`config.mk`:
```
export PLATFORM = sky130hd
export DESIGN_NAME = aes_v2_round_seq
export DESIGN_NICKNAME = d
export VERILOG_FILES = /design/src/rtl/aes_v2_pkg.sv /design/src/rtl/aes_v2_seq_opsel.sv /design/src/rtl/aes_v2_round_seq.sv
export SDC_FILE = /design/constraint.sdc
export NUM_CORES = 1
export LEC_CHECK = 0
export ABC_AREA = 1
export CAP_MARGIN = 0
export CORE_ASPECT_RATIO = 1.4
export CORE_MARGIN = 5
export CORE_UTILIZATION = 50
export CTS_BUF_LIST = sky130_fd_sc_hd__clkbuf_16
export DETAILED_ROUTE_END_ITERATION = 8
export GPL_TIMING_DRIVEN = 1
export PLACE_DENSITY = 0.81
export RECOVER_POWER = 50
export SLEW_MARGIN = 20
export SYNTH_ARGS = -nofsm -noshare
export SYNTH_HDL_FRONTEND = slang
export SYNTH_SLANG_ARGS = --single-unit
```
`constraint.sdc`:
```
create_clock -name g_clk -period 4.6 [get_ports g_clk]
set_input_delay 1.15 -clock g_clk [delete_from_list [all_inputs] [get_ports g_clk]]
set_output_delay 1.15 -clock g_clk [all_outputs]
set_load 0.05 [all_outputs]
```
`src/rtl/aes_v2_pkg.sv`:
```
// Shared types and helpers for the AES v2 round sequencer.
package aes_v2_pkg;

    localparam int AES_V2_WORDS = 4;

    typedef enum logic [1:0] {
        ST_IDLE = 2'd0,
        ST_SUB  = 2'd1,
        ST_MIX  = 2'd2,
        ST_RESP = 2'd3
    } seq_state_t;

    typedef logic [1:0] word_idx_t;

    function automatic logic [31:0] get_word(input logic [127:0] v, input word_idx_t i);
        return v[int'(i)*32 +: 32];
    endfunction

    function automatic logic [15:0] sat_inc16(input logic [15:0] v);
        return (v == 16'hFFFF) ? v : v + 16'd1;
    endfunction

endpackage

```
`src/rtl/aes_v2_seq_opsel.sv`:
```
// Operand selection for the round sequencer: picks the FU source words
// from the captured state/round key (SUB) or the working words (MIX).
module aes_v2_seq_opsel
    import aes_v2_pkg::*;
(
    input  seq_state_t    i_phase,
    input  word_idx_t     i_idx,
    input  logic [127:0]  i_state,
    input  logic [127:0]  i_rkey,
    input  logic [127:0]  i_tmp,
    input  logic [31:0]   i_shadow,
    output logic [31:0]   o_rs1,
    output logic [31:0]   o_rs2
);

    word_idx_t w_idx_nxt;
    assign w_idx_nxt = word_idx_t'(i_idx + 2'd1);

    // NOTE: every output gets a default first so no path leaves it unassigned (no latch).
    always_comb begin
        o_rs1 = '0;
        o_rs2 = '0;
        case (i_phase)
            ST_SUB: begin
                o_rs1 = get_word(i_state, i_idx);
                o_rs2 = get_word(i_rkey, i_idx);
            end
            ST_MIX: begin
                o_rs1 = get_word(i_tmp, i_idx);
                // word 0 has already been overwritten by the time word 3 is mixed
                o_rs2 = (i_idx == 2'd3) ? i_shadow : get_word(i_tmp, w_idx_nxt);
            end
            default: ;
        endcase
    end

endmodule

```
`src/rtl/aes_v2_round_seq.sv`:
```
// AES v2 round sequencer: runs 4 SUB ops (and 4 MIX ops unless last) on an
// external FU. Optional latency counter under AES_V2_SEQ_CYCLE_COUNT_EN.
module aes_v2_round_seq
    import aes_v2_pkg::*;
(
    input  logic          g_clk,
    input  logic          g_rst,
    input  logic          req_valid,
    output logic          req_ready,
    input  logic [127:0]  req_state,
    input  logic [127:0]  req_rkey,
    input  logic          req_enc,
    input  logic          req_last,
    output logic          rsp_valid,
    input  logic          rsp_ready,
    output logic [127:0]  rsp_state,
    output logic          fu_valid,
    output logic          fu_sub,
    output logic [31:0]   fu_rs1,
    output logic [31:0]   fu_rs2,
    output logic          fu_enc,
    output logic          fu_rot,
    input  logic          fu_ready,
    input  logic [31:0]   fu_rd,
    output logic [15:0]   busy_cycles
);

    seq_state_t   r_state, w_next_state;
    word_idx_t    r_idx;
    logic [127:0] r_st, r_rkey;
    logic         r_enc, r_last;
    logic [31:0]  r_tmp [AES_V2_WORDS];
    logic [31:0]  r_shadow;
    logic [127:0] w_tmp_flat;
    logic         w_accept, w_fire, w_rsp_hs;

    assign w_tmp_flat = {r_tmp[3], r_tmp[2], r_tmp[1], r_tmp[0]};
    assign w_accept   = req_valid && (r_state == ST_IDLE);
    assign w_fire     = fu_valid && fu_ready;
    assign w_rsp_hs   = (r_state == ST_RESP) && rsp_ready;
    assign rsp_state  = w_tmp_flat;

    always_comb begin
        w_next_state = r_state;
        req_ready    = 1'b0;
        rsp_valid    = 1'b0;
        fu_valid     = 1'b0;
        fu_sub       = 1'b0;
        fu_rot       = 1'b0;
        fu_enc       = r_enc;
        case (r_state)
            ST_IDLE: begin
                req_ready = 1'b1;
                if (req_valid) w_next_state = ST_SUB;
            end
            ST_SUB: begin
                fu_valid = 1'b1;
                fu_sub   = 1'b1;
                if (fu_ready && r_idx == 2'd3) w_next_state = r_last ? ST_RESP : ST_MIX;
            end
            ST_MIX: begin
                fu_valid = 1'b1;
                fu_rot   = 1'b1;
                if (fu_ready && r_idx == 2'd3) w_next_state = ST_RESP;
            end
            ST_RESP: begin
                rsp_valid = 1'b1;
                if (rsp_ready) w_next_state = ST_IDLE;
            end
            default: w_next_state = ST_IDLE;
        endcase
    end

    // NOTE: sequential state uses non-blocking assignments so every flop samples pre-edge values.
    always_ff @(posedge g_clk) begin
        if (g_rst) begin
            r_state  <= ST_IDLE;
            r_idx    <= '0;
            r_st     <= '0;
            r_rkey   <= '0;
            r_enc    <= 1'b0;
            r_last   <= 1'b0;
            r_shadow <= '0;
            // NOTE: the 4-word working store is reset because rsp_state must read zero after reset.
            for (int i = 0; i < AES_V2_WORDS; i++) r_tmp[i] <= '0;
        end else begin
            r_state <= w_next_state;
            if (w_accept) begin
                r_st   <= req_state;
                r_rkey <= req_rkey;
                r_enc  <= req_enc;
                r_last <= req_last;
                r_idx  <= '0;
            end
            if (w_fire) begin
                r_tmp[r_idx] <= fu_rd;
                r_idx        <= word_idx_t'(r_idx + 2'd1);
                if (r_state == ST_SUB && r_idx == 2'd0) r_shadow <= fu_rd;
            end
        end
    end

    aes_v2_seq_opsel u_opsel (
        .i_phase  (r_state),
        .i_idx    (r_idx),
        .i_state  (r_st),
        .i_rkey   (r_rkey),
        .i_tmp    (w_tmp_flat),
        .i_shadow (r_shadow),
        .o_rs1    (fu_rs1),
        .o_rs2    (fu_rs2)
    );

`ifdef AES_V2_SEQ_CYCLE_COUNT_EN
    logic [15:0] r_cnt, r_busy;

    // the handshake cycle itself is included in the latched latency
    always_ff @(posedge g_clk) begin
        if (g_rst) begin
            r_cnt  <= '0;
            r_busy <= '0;
        end else begin
            if (w_accept) r_cnt <= '0;
            else if (r_state != ST_IDLE) r_cnt <= sat_inc16(r_cnt);
            if (w_rsp_hs) r_busy <= sat_inc16(r_cnt);
        end
    end

    assign busy_cycles = r_busy;
`else
    assign busy_cycles = '0;
`endif

endmodule

```
==> flow_summary_export.csv, run 1 <==
group,metric,value,unit
power_and_ir_drop,p_sw,6.46,mW
worst_setup_path,crit_arrival,3.32,ns
yosys,netlist_instances,2834,
yosys,ys.flop_type,"dfxtp_1",
power_and_ir_drop,p_sw_share,43.1,%
clocking,cts_root_buffer,"clkbuf_16",
power_and_ir_drop,power_density,563,mW/mm2
yosys,synth_area_per_cell,7.08,um2
drt,wire_per_inst,21.8,um
drt,route.met3.wl,8170,um
drt,drt-total-wl,81900,um
sta,rsz0062_at_grt,"false",
sta,post-route-period-util,97.3,%
clocking,cts_buffers,42,
power_and_ir_drop,leakage,10.8,nW
worst_setup_path,worst_r2r_endpoint,"r_shadow[4]",
worst_setup_path,critPathLaunchType,"flop",
worst_setup_path,reg2reg_from,"r_state[1]",
power_and_ir_drop,p_clk_share,22.4,%
die,core,0.0401,mm2
die,rows,87,
power_and_ir_drop,p_comb_share,42.8,%
die,die_h,247,um
yosys,yosysSeqAreaShare,48.5,%
die,ios,509,
worst_setup_path,worstSetupStartpoint,"r_state[0]",
clocking,h-tree-depth,2,
drt,drtPass1Iterations,8,
grt,grt_pass1_wl,120000,um
layout,nets,3493,
worst_setup_path,crit_buf_inv,4,
worst_setup_path,r2r_slack,0.53,ns
clocking,cts_tree,"built",
sta,fin_skew,0.0304,ns
yosys,synthArstFlopShare,0,%
job,drv_cap,5,
clocking,worstSkewPairLatency,0.57,ns
drt,top_layer,"met4",
sta,worstMarginPinSlew,2.52,ns
yosys,yosys_warnings,0,
power_and_ir_drop,intPower,8.54,mW
sta,fmax,224,MHz
grt,grt_max_degree,182,
power_and_ir_drop,fin_total_pwr,15.0,mW
clocking,cts_sinks,422,
status,violations,"capacitance limit, slew limit",
hold_path,min_path_cells,2,
die,start_util,50.1,%
worst_setup_path,crit_path_top_delay_cell,"clkdlybuf4s50_1",
worst_setup_path,crit_path_end,"fu_rs1[29]",
worst_setup_path,required,3.45,ns
yosys,netlist_area,0.0201,mm2
layout,stdcell_count,3762,
worst_setup_path,critPathKind,"reg -> out",
sta,holdWs,0.455,ns
place,place_inst,3679,
sta,slew_viol_final,512,
drt,wl_met1,29000,um
sta,finalHoldViolCount,0,
worst_setup_path,endpoint_kind,"output pin",
grt,grt_usage,35.3,%
sta,slew_headroom,-68.2,%
drt,drt_iter0_markers,2481,
worst_setup_path,worst-path-max-fanout,61,
power_and_ir_drop,seq_power_share,34.8,%
layout,area_delta_synth_final,32.7,%
place,gp_congestion,0.976,
hold_path,hold_path.class,"reg -> reg",
worst_setup_path,ff2ff_path_depth,8,
worst_setup_path,cp_top_family,"buffers and inverters",
grt,antenna_found_initial,4,
grt,overflow,0,
yosys,synth_cell_types,25,
drt,antenna_left,0,
sta,tns,0,ns
drt,drc_errors,0,
status,outcome,"complete, but fails checks",
die,die_x,179,um
layout,fillers,3383,
drt,via_per_inst,5.68,
layout,final_layout_size_suffix_gt1_share,5.09,%
place,port_buffers,492,
clocking,clockBufferDepth,3,
clocking,cts_hold_buf,0,
grt,first_global_vias,20100,
worst_setup_path,cp.depth,9,
die,die-area,0.0443,mm2
place,hpwl,58900,um
sta,fin_crit,4.47,ns
clocking,clk_pin_slew,0.07,ns
worst_setup_path,cp_cell_sequence,"inv_1 > ha_4 > inv_4 > buf_12 > o21ai_0 > nand3_1 > nand2_1 > nor2_1 > clkdlybuf4s50_1",
worst_setup_path,cp_slowest_stage_delay,0.82,ns
sta,setup_viol,0,
yosys,ys_ff_latch,422,
yosys,synth_edf_count,128,
drt,via_count,21400,
drt,wl_met2,37900,um
power_and_ir_drop,ir_drop,0.000359,V
worst min-delay path: cells and delay by family, from the launching register on:
family / cells / cell delay [ns]
buf+inv: 1 / 0.06
compound gates: 1 / 0.05
flops: 1 / 0.30
layout make-up:
type,count,area [um2],area share (%)
Clock buffer,42,1050,3.94
Sequential cell,422,9730,36.5
Timing Repair Buffer,535,5610,21.1
Tap cell,534,668,2.51
Antenna cell,4,10.0,0.0376
Inverter,79,312,1.17
Clock inverter,35,260,0.976
Multi-Input combinational cell,2111,9010,33.8
worst min-delay path by stage:
stage	from	end	slack (ns)
after floorplan	r_rkey[127]	r_rkey[127]	0.43
after detailed placement	r_rkey[107]	r_rkey[107]	0.45
after CTS	r_rkey[107]	r_rkey[107]	0.45
after global routing	r_rkey[109]	r_rkey[109]	0.47
final	r_rkey[102]	r_rkey[102]	0.45
after global placement	r_rkey[111]	r_rkey[111]	0.44
cells in the final DEF (no fill, tap or decap), types with 5 or more instances in the layout:
cell / synthesis / layout
nor2_1: 806 / 809
nand2_1: 526 / 523
clkdlybuf4s50_1: 0 / 437
o21ai_0: 337 / 341
dfxtp_1: 294 / 292
nand3_1: 196 / 195
a21oi_1: 130 / 130
edfxtp_1: 128 / 128
inv_1: 72 / 88
buf_4: 22 / 43
clkbuf_16: 0 / 42
buf_12: 0 / 37
nand4_1: 33 / 33
nor3_1: 32 / 32
o21ai_1: 22 / 18
conb_1: 1 / 16
inv_2: 6 / 5
inv_6: 0 / 5
ha_1: 7 / 5
synthesized netlist by cell type (2+ instances only):
| library cell | number | area [um2] |
|---|---|---|
| nor2_1 | 806 | 3030 |
| nand2_1 | 526 | 1970 |
| o21ai_0 | 337 | 1690 |
| dfxtp_1 | 294 | 5890 |
| nand3_1 | 196 | 981 |
| a21oi_1 | 130 | 651 |
| edfxtp_1 | 128 | 3840 |
| buf_2 | 103 | 515 |
| clkbuf_1 | 98 | 368 |
| inv_1 | 72 | 270 |
| nand4_1 | 33 | 206 |
| nor3_1 | 32 | 160 |
| buf_4 | 22 | 165 |
| o21ai_1 | 22 | 110 |
| buf_1 | 12 | 45.0 |
| ha_1 | 7 | 87.6 |
| inv_2 | 6 | 22.5 |
| buf_6 | 2 | 22.5 |
| nor2_2 | 2 | 12.5 |
flip-flops by register name (all words and copies together) (netlist names):
| name | cells |
|---|---|
| r_rkey | 128 |
| r_st | 128 |
| r_tmp | 128 |
| r_shadow | 32 |
| r_idx | 2 |
| r_state | 2 |
| fu_enc | 1 |
| r_last | 1 |
stage by stage:
step	setup WS [ns]	instance area (um2)	util, %
finish	0.126	26700	66.5
global route	0.000180	26600	66.5
CTS	0.111	26700	66.7
detailed placement	0.614	25400	63.4
global placement	0.643	25400	63.3
floorplan	0.483	20100	-
what timing repair did:
| item | 4_1_cts | 5_1_grt |
|---|---|---|
| buffers inserted | 1 | 0 |
| resized for setup | 0 | 4 |
| endpoints found under the setup margin | 1 | 4 |
cell families (layout without fill, tap and decap cells):
family | Yosys count | count (layout) | synth area share, %
other | 1 | 20 | 0.0187
DFF | 422 | 422 | 48.5
buffers and inverters | 316 | 691 | 7.04
AOI/OAI and AO/OA | 489 | 489 | 12.2
adders and majority gates | 7 | 7 | 0.436
and+or+nand+nor | 1599 | 1599 | 31.9
power by group through the flow:
| stage | Sequential, mW | Combinational, mW | Clock (mW) |
|---|---|---|---|
| floorplan | 5.40 | 3.83 | 0 |
| global placement | 5.24 | 6.19 | 0 |
| detailed placement | 5.26 | 6.30 | 0 |
| CTS | 5.19 | 6.35 | 3.36 |
| global route | 5.28 | 6.91 | 3.52 |
| finish | 5.22 | 6.42 | 3.36 |
metal layers:
| layer | up-vias | track usage (%) |
|---|---|---|
| met5 | - | 0 |
| met4 | 0 | 24.3 |
| met3 | 278 | 6.73 |
| met2 | 1392 | 56.3 |
| met1 | 9818 | 42.7 |
| li1 | 9877 | - |
(Power assumes the default switching activity.)
==> run 2, diff against run 1 <==
--- a/config.mk
+++ b/config.mk
@@ -19,3 +19,4 @@
 export SYNTH_ARGS = -nofsm -noshare
 export SYNTH_HDL_FRONTEND = slang
 export SYNTH_SLANG_ARGS = --single-unit
+export TNS_END_PERCENT = 30
==> results of run 2 <==
Final layout, timing and power as in run 1 (identical DEF).
